[config.mk]
export PLATFORM = sky130hd
export DESIGN_NAME = receiver_arbiter
export DESIGN_NICKNAME = d
export VERILOG_FILES = /design/src/rtl/receiver_arbiter.sv
export SDC_FILE = /design/constraint.sdc
export NUM_CORES = 1
export LEC_CHECK = 0
export ABC_CLOCK_PERIOD_IN_PS = 3250
export CAP_MARGIN = 15
export CORE_MARGIN = 2
export CORE_UTILIZATION = 58
export DETAILED_ROUTE_END_ITERATION = 10
export PLACE_DENSITY_LB_ADDON = 0.08
export SLEW_MARGIN = 15
export SYNTH_ARGS = -nofsm -noshare
export SYNTH_HDL_FRONTEND = slang
export SYNTH_SLANG_ARGS = --single-unit
[constraint.sdc]
create_clock -name clk -period 3.25 [get_ports clk]
set_input_delay 0.65 -clock clk [delete_from_list [all_inputs] [get_ports clk]]
set_output_delay 0.65 -clock clk [all_outputs]
set_load 0.01 [all_outputs]
[src/rtl/receiver_arbiter.sv]
// receiver_arbiter
//   Buffered, fair front end for a node's incoming instruction traffic. Three per-source FIFOs
//   (right, left, self) feed a round-robin arbiter that loads one instruction at a time into an
//   output register. The output register is handed to the processing unit over a valid/ack
//   handshake. Pushes to a full FIFO are dropped and counted in a saturating counter.
//
// Ports
//   clk           system clock, rising-edge
//   reset         synchronous, active-high reset; dominates everything on the same edge
//   check_r/l/s   push strobes for the right/left/self instruction inputs
//   in_sig_*      instruction data per source
//   sig_ack       processing unit consumes selected_sig this cycle
//   selected_sig  instruction presented to the processing unit
//   sig_alert     selected_sig and s are valid
//   s             source of selected_sig: 00 right, 01 left, 10 self, 11 none
//   fifo_full     per-source full flags: [0] right, [1] left, [2] self
//   drop_count    saturating count of dropped pushes
module receiver_arbiter #(
    parameter int unsigned DEPTH = 4,
    parameter int unsigned WIDTH = 32,
    parameter int unsigned CNT_W = 8
) (
    input  logic             clk,
    input  logic             reset,
    input  logic             check_r,
    input  logic             check_l,
    input  logic             check_s,
    input  logic [WIDTH-1:0] in_sig_right,
    input  logic [WIDTH-1:0] in_sig_left,
    input  logic [WIDTH-1:0] in_sig_self,
    input  logic             sig_ack,
    output logic [WIDTH-1:0] selected_sig,
    output logic             sig_alert,
    output logic [1:0]       s,
    output logic [2:0]       fifo_full,
    output logic [CNT_W-1:0] drop_count
);

    localparam int unsigned NSRC = 3;
    localparam int unsigned AW   = (DEPTH > 1) ? $clog2(DEPTH) : 1;
    localparam logic [AW:0]      FullCnt = (AW + 1)'(DEPTH);
    localparam logic [CNT_W+1:0] MaxDrop = {2'b00, {CNT_W{1'b1}}};

    typedef enum logic {StEmpty, StValid} state_e;

    // FIFO storage and bookkeeping. Count is one bit wider than the pointers so full and empty
    // stay distinguishable when the pointers coincide.
    logic [WIDTH-1:0] r_mem  [NSRC][DEPTH];
    logic [AW-1:0]    r_wptr [NSRC];
    logic [AW-1:0]    r_rptr [NSRC];
    logic [AW:0]      r_cnt  [NSRC];
    logic [NSRC-1:0]  r_full;

    // Output register and arbiter state
    state_e           r_state;
    logic [WIDTH-1:0] r_sel;
    logic [1:0]       r_s;
    logic [1:0]       r_last;
    logic [CNT_W-1:0] r_drop;

    logic [NSRC-1:0]  w_check;
    logic [WIDTH-1:0] w_in       [NSRC];
    logic [NSRC-1:0]  w_nonempty;
    logic [NSRC-1:0]  w_push_ok;
    logic [NSRC-1:0]  w_drop;
    logic [NSRC-1:0]  w_pop;
    logic [AW:0]      w_cnt_next [NSRC];
    logic             w_load;
    logic             w_grant_vld;
    logic [1:0]       w_grant;
    logic [1:0]       w_cand;
    logic [WIDTH-1:0] w_head;
    logic [CNT_W+1:0] w_drop_sum;
    logic [CNT_W-1:0] w_drop_next;

    function automatic logic [1:0] rr_next(input logic [1:0] cur);
        return (cur == 2'd2) ? 2'd0 : cur + 2'd1;
    endfunction

    assign w_check = {check_s, check_l, check_r};
    assign w_in[0] = in_sig_right;
    assign w_in[1] = in_sig_left;
    assign w_in[2] = in_sig_self;

    // Full test uses the pre-edge count, so a pop on the same edge cannot rescue a push.
    always_comb begin
        for (int i = 0; i < NSRC; i++) begin
            w_nonempty[i] = (r_cnt[i] != '0);
            w_push_ok[i]  = w_check[i] && (r_cnt[i] != FullCnt);
            w_drop[i]     = w_check[i] && (r_cnt[i] == FullCnt);
        end
    end

    // Round-robin search starting at the source after the last grant.
    always_comb begin
        w_grant_vld = 1'b0;
        w_grant     = 2'd0;
        w_cand      = rr_next(r_last);
        for (int k = 0; k < NSRC; k++) begin
            if (!w_grant_vld && w_nonempty[w_cand]) begin
                w_grant_vld = 1'b1;
                w_grant     = w_cand;
            end
            w_cand = rr_next(w_cand);
        end
    end

    assign w_load = ((r_state == StEmpty) || sig_ack) && w_grant_vld;
    assign w_head = r_mem[w_grant][r_rptr[w_grant]];

    always_comb begin
        for (int i = 0; i < NSRC; i++) begin
            w_pop[i]      = w_load && (w_grant == 2'(i));
            w_cnt_next[i] = r_cnt[i];
            if (w_push_ok[i] && !w_pop[i]) begin
                w_cnt_next[i] = r_cnt[i] + 1'b1;
            end else if (!w_push_ok[i] && w_pop[i]) begin
                w_cnt_next[i] = r_cnt[i] - 1'b1;
            end
        end
    end

    // Up to three drops per edge, saturating.
    always_comb begin
        w_drop_sum = {2'b00, r_drop} + (CNT_W + 2)'(w_drop[0]) + (CNT_W + 2)'(w_drop[1])
                   + (CNT_W + 2)'(w_drop[2]);
        w_drop_next = (w_drop_sum > MaxDrop) ? {CNT_W{1'b1}} : w_drop_sum[CNT_W-1:0];
    end

    // Storage carries no reset; pointers and counts define what is valid.
    always_ff @(posedge clk) begin
        for (int i = 0; i < NSRC; i++) begin
            if (w_push_ok[i]) begin
                r_mem[i][r_wptr[i]] <= w_in[i];
            end
        end
    end

    always_ff @(posedge clk) begin
        if (reset) begin
            for (int i = 0; i < NSRC; i++) begin
                r_wptr[i] <= '0;
                r_rptr[i] <= '0;
                r_cnt[i]  <= '0;
            end
            r_full <= '0;
        end else begin
            for (int i = 0; i < NSRC; i++) begin
                if (w_push_ok[i]) begin
                    r_wptr[i] <= r_wptr[i] + 1'b1;
                end
                if (w_pop[i]) begin
                    r_rptr[i] <= r_rptr[i] + 1'b1;
                end
                r_cnt[i]  <= w_cnt_next[i];
                r_full[i] <= (w_cnt_next[i] == FullCnt);
            end
        end
    end

    // Output register FSM. r_last resets to self so right has first priority.
    always_ff @(posedge clk) begin
        if (reset) begin
            r_state <= StEmpty;
            r_sel   <= '0;
            r_s     <= 2'b11;
            r_last  <= 2'd2;
            r_drop  <= '0;
        end else begin
            r_drop <= w_drop_next;
            unique case (r_state)
                StEmpty: begin
                    if (w_load) begin
                        r_sel   <= w_head;
                        r_s     <= w_grant;
                        r_last  <= w_grant;
                        r_state <= StValid;
                    end
                end
                StValid: begin
                    if (w_load) begin
                        r_sel  <= w_head;
                        r_s    <= w_grant;
                        r_last <= w_grant;
                    end else if (sig_ack) begin
                        // Retire with nothing queued; data holds its last value.
                        r_s     <= 2'b11;
                        r_state <= StEmpty;
                    end
                end
                default: r_state <= StEmpty;
            endcase
        end
    end

    assign selected_sig = r_sel;
    assign sig_alert    = (r_state == StValid);
    assign s            = r_s;
    assign fifo_full    = r_full;
    assign drop_count   = r_drop;

endmodule

; Word level (Yosys, flattened, before mapping)
; Memory sizes are Yosys's and may differ from the RTL's.
; Index checks and enable logic that the tools add are counted.
[word_totals]
word_cells = 177
latchBits = 0
register_bits = 48
mem_count = 4
mem_bits_rw = 405
inputBits = 102
mem_bits_ro = 0
[memory_table]
columns = memory, depth, width, rd, rd_ports_with_merged_regs, write_ports, line_no
row1 = r_mem, 3, 128, 1, 0, 3, 48  ; logic [WIDTH-1:0] r_mem [NSRC][DEPTH];
row2 = r_cnt, 3, 3, 3, 0, 3, 51  ; logic [AW:0] r_cnt [NSRC];
row3 = r_rptr, 3, 2, 4, 0, 3, 50  ; logic [AW-1:0] r_rptr [NSRC];
row4 = r_wptr, 3, 2, 3, 0, 3, 49  ; logic [AW-1:0] r_wptr [NSRC];
[op_classes]
div_mod_pow = 0
muxes = 73
shifts = 0
magnitude_cmp = 11
n_reduce_logical = 35
bitwise_logic = 14
n_eq_ne = 16
mul = 0
n_addsub = 18
[op_table]
columns = cell, n
row1 = two-way mux 128 bit, 3
row2 = demux 32 bit (select 2 bit), 3
row3 = two-way mux 32 bit, 6
row4 = binary-select mux 32 bit (select 2 bit), 1
row5 = two-way mux 1 bit, 30
row6 = two-way mux 2 bit, 15
row7 = two-way mux 3 bit, 9
row8 = logical AND 1 bit, 21
row9 = adder 2 x 1 -> 2 bit (second input constant), 9
row10 = equality test 3 bit (second input constant), 6
row11 = >= comparator 3 bit (second input constant), 4
row12 = NOT 2 -> 3 bit, 4
row13 = adder 10 x 1 -> 10 bit, 1
row14 = adder 9 x 1 -> 10 bit, 1
row15 = greater-than comparator 10 x 8 -> 1 bit (second input constant), 1
row16 = adder 3 x 1 -> 3 bit (second input constant), 3
row17 = adder 8 x 1 -> 9 bit, 1
row18 = < comparator 2 x 3 -> 1 bit (second input constant), 3
row19 = < comparator 3 x 1 -> 1 bit (second input constant), 3
row20 = inequality test 3 bit (second input constant), 3
row21 = OR 1 bit, 9
row22 = nonzero test 3 bit, 3
row23 = subtractor 3 x 1 -> 3 bit (second input constant), 3
row24 = equality test 2 bit (second input constant), 4
row25 = 12 further kinds, 21

; Longest topological paths before layout
[logic_depth]
word_depth = 17
ltp_mapped = 11
mapped_depth_nobuf = 11

; Worst setup path after synthesis
; No wires, ideal clock.
[synth_timing]
path_kind = input to register
from = input check_r
to = register r_drop[0], in the netlist drop_count[0]
n_path_buf = 0
setup_slack_ns = 0.841
stages = 9
arrival_ns = 2.339
t_required_ns = 3.179
path_cell_list = nand3_1 -> fa_1 -> inv_1 -> ha_1 -> inv_1 -> fa_1 -> nor2_1 -> nand3_1 -> a21oi_1
[synth_via]
elab_chain_len = 6
[synth_lines]
columns = element, line_no
row1 = "start, declared", 25  ; input logic check_r,
row2 = logical AND 1 bit *, 90  ; w_drop[i] = w_check[i] && (r_cnt[i] == FullCnt);
row3 = adder 8 x 1 -> 9 bit *, 125  ; w_drop_sum = {2'b00, r_drop} + (CNT_W + 2)'(w_drop[0]) + (CNT_W + 2)'(w_drop[1])
row4 = adder 9 x 1 -> 10 bit *, 125
row5 = adder 10 x 1 -> 10 bit *, 126  ; + (CNT_W + 2)'(w_drop[2]);
row6 = greater-than comparator 10 x 8 -> 1 bit, 127  ; w_drop_next = (w_drop_sum > MaxDrop) ? {CNT_W{1'b1}} : w_drop_sum[CNT_W-1:0];
row7 = two-way mux 8 bit *, 127
row8 = "end signal, assigned", 170  ; r_drop <= w_drop_next;
row9 = "end, declared", 59  ; logic [CNT_W-1:0] r_drop;
; Mark *: on every way between the ends. The rest lies on a longest branch, timed or not.
; A chain may end at the register's enable or synchronous reset.

==> results_dict.tcl <==
set metrics [dict create \
    first_global_vias 11952 \
    grt_max_degree 61 \
    cpMaxStageDelayCell "nor3_1" \
    reg2regPathDepth 10 \
    worstMarginPinSlew_ns 0.8923 \
    die_x_um 182.1 \
    die_h_um 182.1 \
    rows 65 \
    instances_no_fill 1908 \
    grt_first_pass_wirelength_um 70750 \
    dp_hpwl_um 26950 \
    finalHoldViolations 0 \
    cp.required_ns 3.66 \
    drtAntennaViolNets 0 \
    maxCapViolCount 0 \
    drv_slew 0 \
    synth_top_area_cell "edfxtp_1" \
    h-tree-depth 2 \
    cts_tree "built" \
    path_clk_slew_ns 0.06 \
    global_route.overflow_total 0 \
    vias_per_cell 6.256 \
    syn_area_um2 18400 \
    relSlewSlack 0.4030 \
    r2r-start "r_cnt[0][3]" \
    core_um2 31390 \
    vias 11936 \
    cts_hold_buf 0 \
    grt_antenna_before_repair 1 \
    first_pass_iters 5 \
    worstSetupPathType "flip-flop to flip-flop" \
    cts.sinks 453 \
    pin_count 148 \
    fill_cells 2104 \
    final_nets 1595 \
    path_delay_family "simple AND/OR/NAND/NOR gates" \
    rsz0062_at_grt "no" \
    io_buffers 147 \
    drive_gt1_frac 0.1003 \
    fin_hold_ws_ns 0.5197 \
    wl_um 47410 \
    final.setup.tns_ns 0 \
    leakage_nw 7.810 \
    syn_nets 1439 \
    setup_viol 0 \
    hold_start "drop_count[6]" \
    drc 0 \
    ys_types 56 \
    crit_path_start_kind "flip-flop" \
    synth_edf_count 396 \
    cp_max_fo 25 \
    status "finished clean" \
    dieArea_um2 33170 \
    fin_skew_ns 0.01919 \
    clock_path_buffers 3 \
    drtIter0Drc 1230 \
    ys_ff_latch 453 \
    hold_class "flip-flop to flip-flop" \
    yosys_warnings 0 \
    place_congestion 0.8403 \
    vdd_drop_max_mv 0.9799 \
    p_per_area_nw_per_um2 1055 \
    max_freq_mhz 325.8 \
    slowest_delay_ns 0.66 \
    r2r_slack_ns 0.18 \
    syn2layout_area_growth_pct 20.59 \
    grt_usage 0.2869 \
    total_power_w 0.02341 \
    fin_crit_sh 0.9443 \
    wl_per_cell_um 24.85 \
    synth_top_area_frac 0.6462 \
    worstSkewPairLatency_ns 0.56 \
    avgSynthCellArea_um2 14.03 \
    cts_inserted_buffers 46 \
    dp.cells 1822 \
    ys_seq_area_frac 0.7082 \
    critical_path_arrival_ns 3.47 \
    end_kind "flip-flop" \
    whs_path_depth 1 \
    period_needed_ns 3.069 \
    path_buf_inv 3 \
    async_flop_share 0 \
    ys.flop_type "edfxtp_1" \
    start_util 0.5862 \
    syn_inst 1312 \
    crit_path_cell_trace "inv_1, ha_1, nor2b_1, buf_4, nor3_1, nor2_4, a211oi_1, o21a_1, buf_12, a311oi_1" \
    netlist_top_cells_area "edfxtp_1, dfxtp_1, a211o_1, a211oi_1, and3_1" \
    regToRegEndpoint "selected_sig[2]" \
    min_to "drop_count[6]" \
    root_buffer "clkbuf_16" \
]
[kinds of logic (layout without fill, tap and decap cells)]
group                    count (synthesis)  after routing  synth area share
XOR/XNOR                                14             14          0.006663
adder cells (fa/ha/maj)                 29             29           0.01999
multiplexers                            36             36           0.01972
AO/OA/AOI/OAI                          334            334            0.1341
flip-flops                             453            453            0.7082
AND/OR/NAND/NOR                        339            339           0.08723
buffers and inverters                  107            300           0.02414
other                                    0              1                 0
[timing repair]
item	CTS	global route
gates resized for setup	0	1
setup buffers	0	0
endpoints found under the setup margin	0	11
[cell type report]
type | count | area (um^2) | area share
multi-input combinational | 752 | 4997 | 0.2252
timing repair buffer | 196 | 2051 | 0.09241
inverter | 19 | 71.32 | 0.003214
tap | 402 | 503.0 | 0.02267
antenna | 1 | 2.502 | 0.0001128
sequential | 453 | 13030 | 0.5873
clock buffer | 61 | 1291 | 0.05819
clock inverter | 24 | 242.7 | 0.01094
[cell usage after synthesis, types with 3 or more instances]
cell      count
nor2_1      118
maj3_1        4
edfxtp_1    396
nand3_1       5
a211oi_1     71
nor2b_1       3
ha_1         23
buf_1         4
dfxtp_1      57
buf_2        27
nand2b_1     10
a21boi_0     30
inv_1        19
and2_1        8
nor3_1       15
nand4_1       3
o21ai_0       7
and3_1       78
a211o_1      64
o31ai_1      33
xnor2_1      10
nand2_1      88
xor2_1        4
a311oi_1     32
clkbuf_1     54
a21oi_1      73
or3_1         3
mux2i_1      34
[routing by layer]
layer  vias to the layer above  wire (um)  global-route usage
li1                       5378          -                   -
met1                      5904      18900              0.3848
met2                       568      23480              0.4834
met3                        86       3851             0.04430
met4                         0       1177              0.1000
met5                         -          0                   0
[registers in the layout, summed over array words and instances (netlist names), 2 cells and up]
signal        count
s                 2
r_mem           384
r_last            2
selected_sig     32
r_rptr            6
r_wptr            6
fifo_full         3
r_cnt             9
drop_count        8
[layout by cell type (no fill, tap or decap), types with 3 or more instances in the layout]
master           instances
or3_1                    3
xor2_1                   4
o21ai_0                  7
clkinv_1                 5
clkbuf_16               49
inv_1                   19
nor2_1                 117
nand4_1                  3
a21boi_0                30
clkdlybuf4s50_1        146
clkbuf_1                10
o31ai_1                 33
clkinv_2                13
mux2i_1                 34
nor3_1                  15
bufinv_16                5
and3_1                  66
nand3_1                  5
nor2b_1                  3
and2_1                   8
maj3_1                   4
ha_1                    23
and3_2                  12
a21oi_1                 73
a311oi_1                32
buf_12                  17
dfxtp_1                 57
buf_4                   31
nand2_1                 86
xnor2_1                 10
a211o_1                 64
nand2b_1                10
a211oi_1                71
edfxtp_1               396
[worst max-delay path by stage]
| stage | from | end | slack (ns) | depth (start not counted) |
|---|---|---|---|---|
| 3_5_place_dp | check_r | drop_count[1] | 0.12 | 10 |
| 4_1_cts | r_cnt[0][0] | selected_sig[21] | 0.18 | 9 |
| 6_report | r_cnt[0][3] | selected_sig[2] | 0.18 | 10 |
| 5_1_grt | r_cnt[0][3] | selected_sig[2] | 0.003 | 10 |
| 2_1_floorplan | check_r | drop_count[0] | 0.84 | 9 |
| 3_3_place_gp | check_r | drop_count[0] | 0.14 | 10 |
[report_power, final]
part | switching, W | internal, W
clock network | 0.00214 | 0.00319
registers | 0.000414 | 0.00730
logic | 0.00650 | 0.00388
total | 0.00905 | 0.0144
[per-stage QoR]
stage / cell area (um^2) / utilization / worst slack [ns]
after floorplan: 18400 / - / 0.8408
after global placement: 20650 / 0.6578 / 0.1417
after detailed placement: 20650 / 0.6578 / 0.1212
after CTS: 22190 / 0.7067 / 0.1799
after global routing: 22190 / 0.7069 / 0.002526
final: 22190 / 0.7069 / 0.1809
No activity file was read; power rests on OpenSTA's default activity.
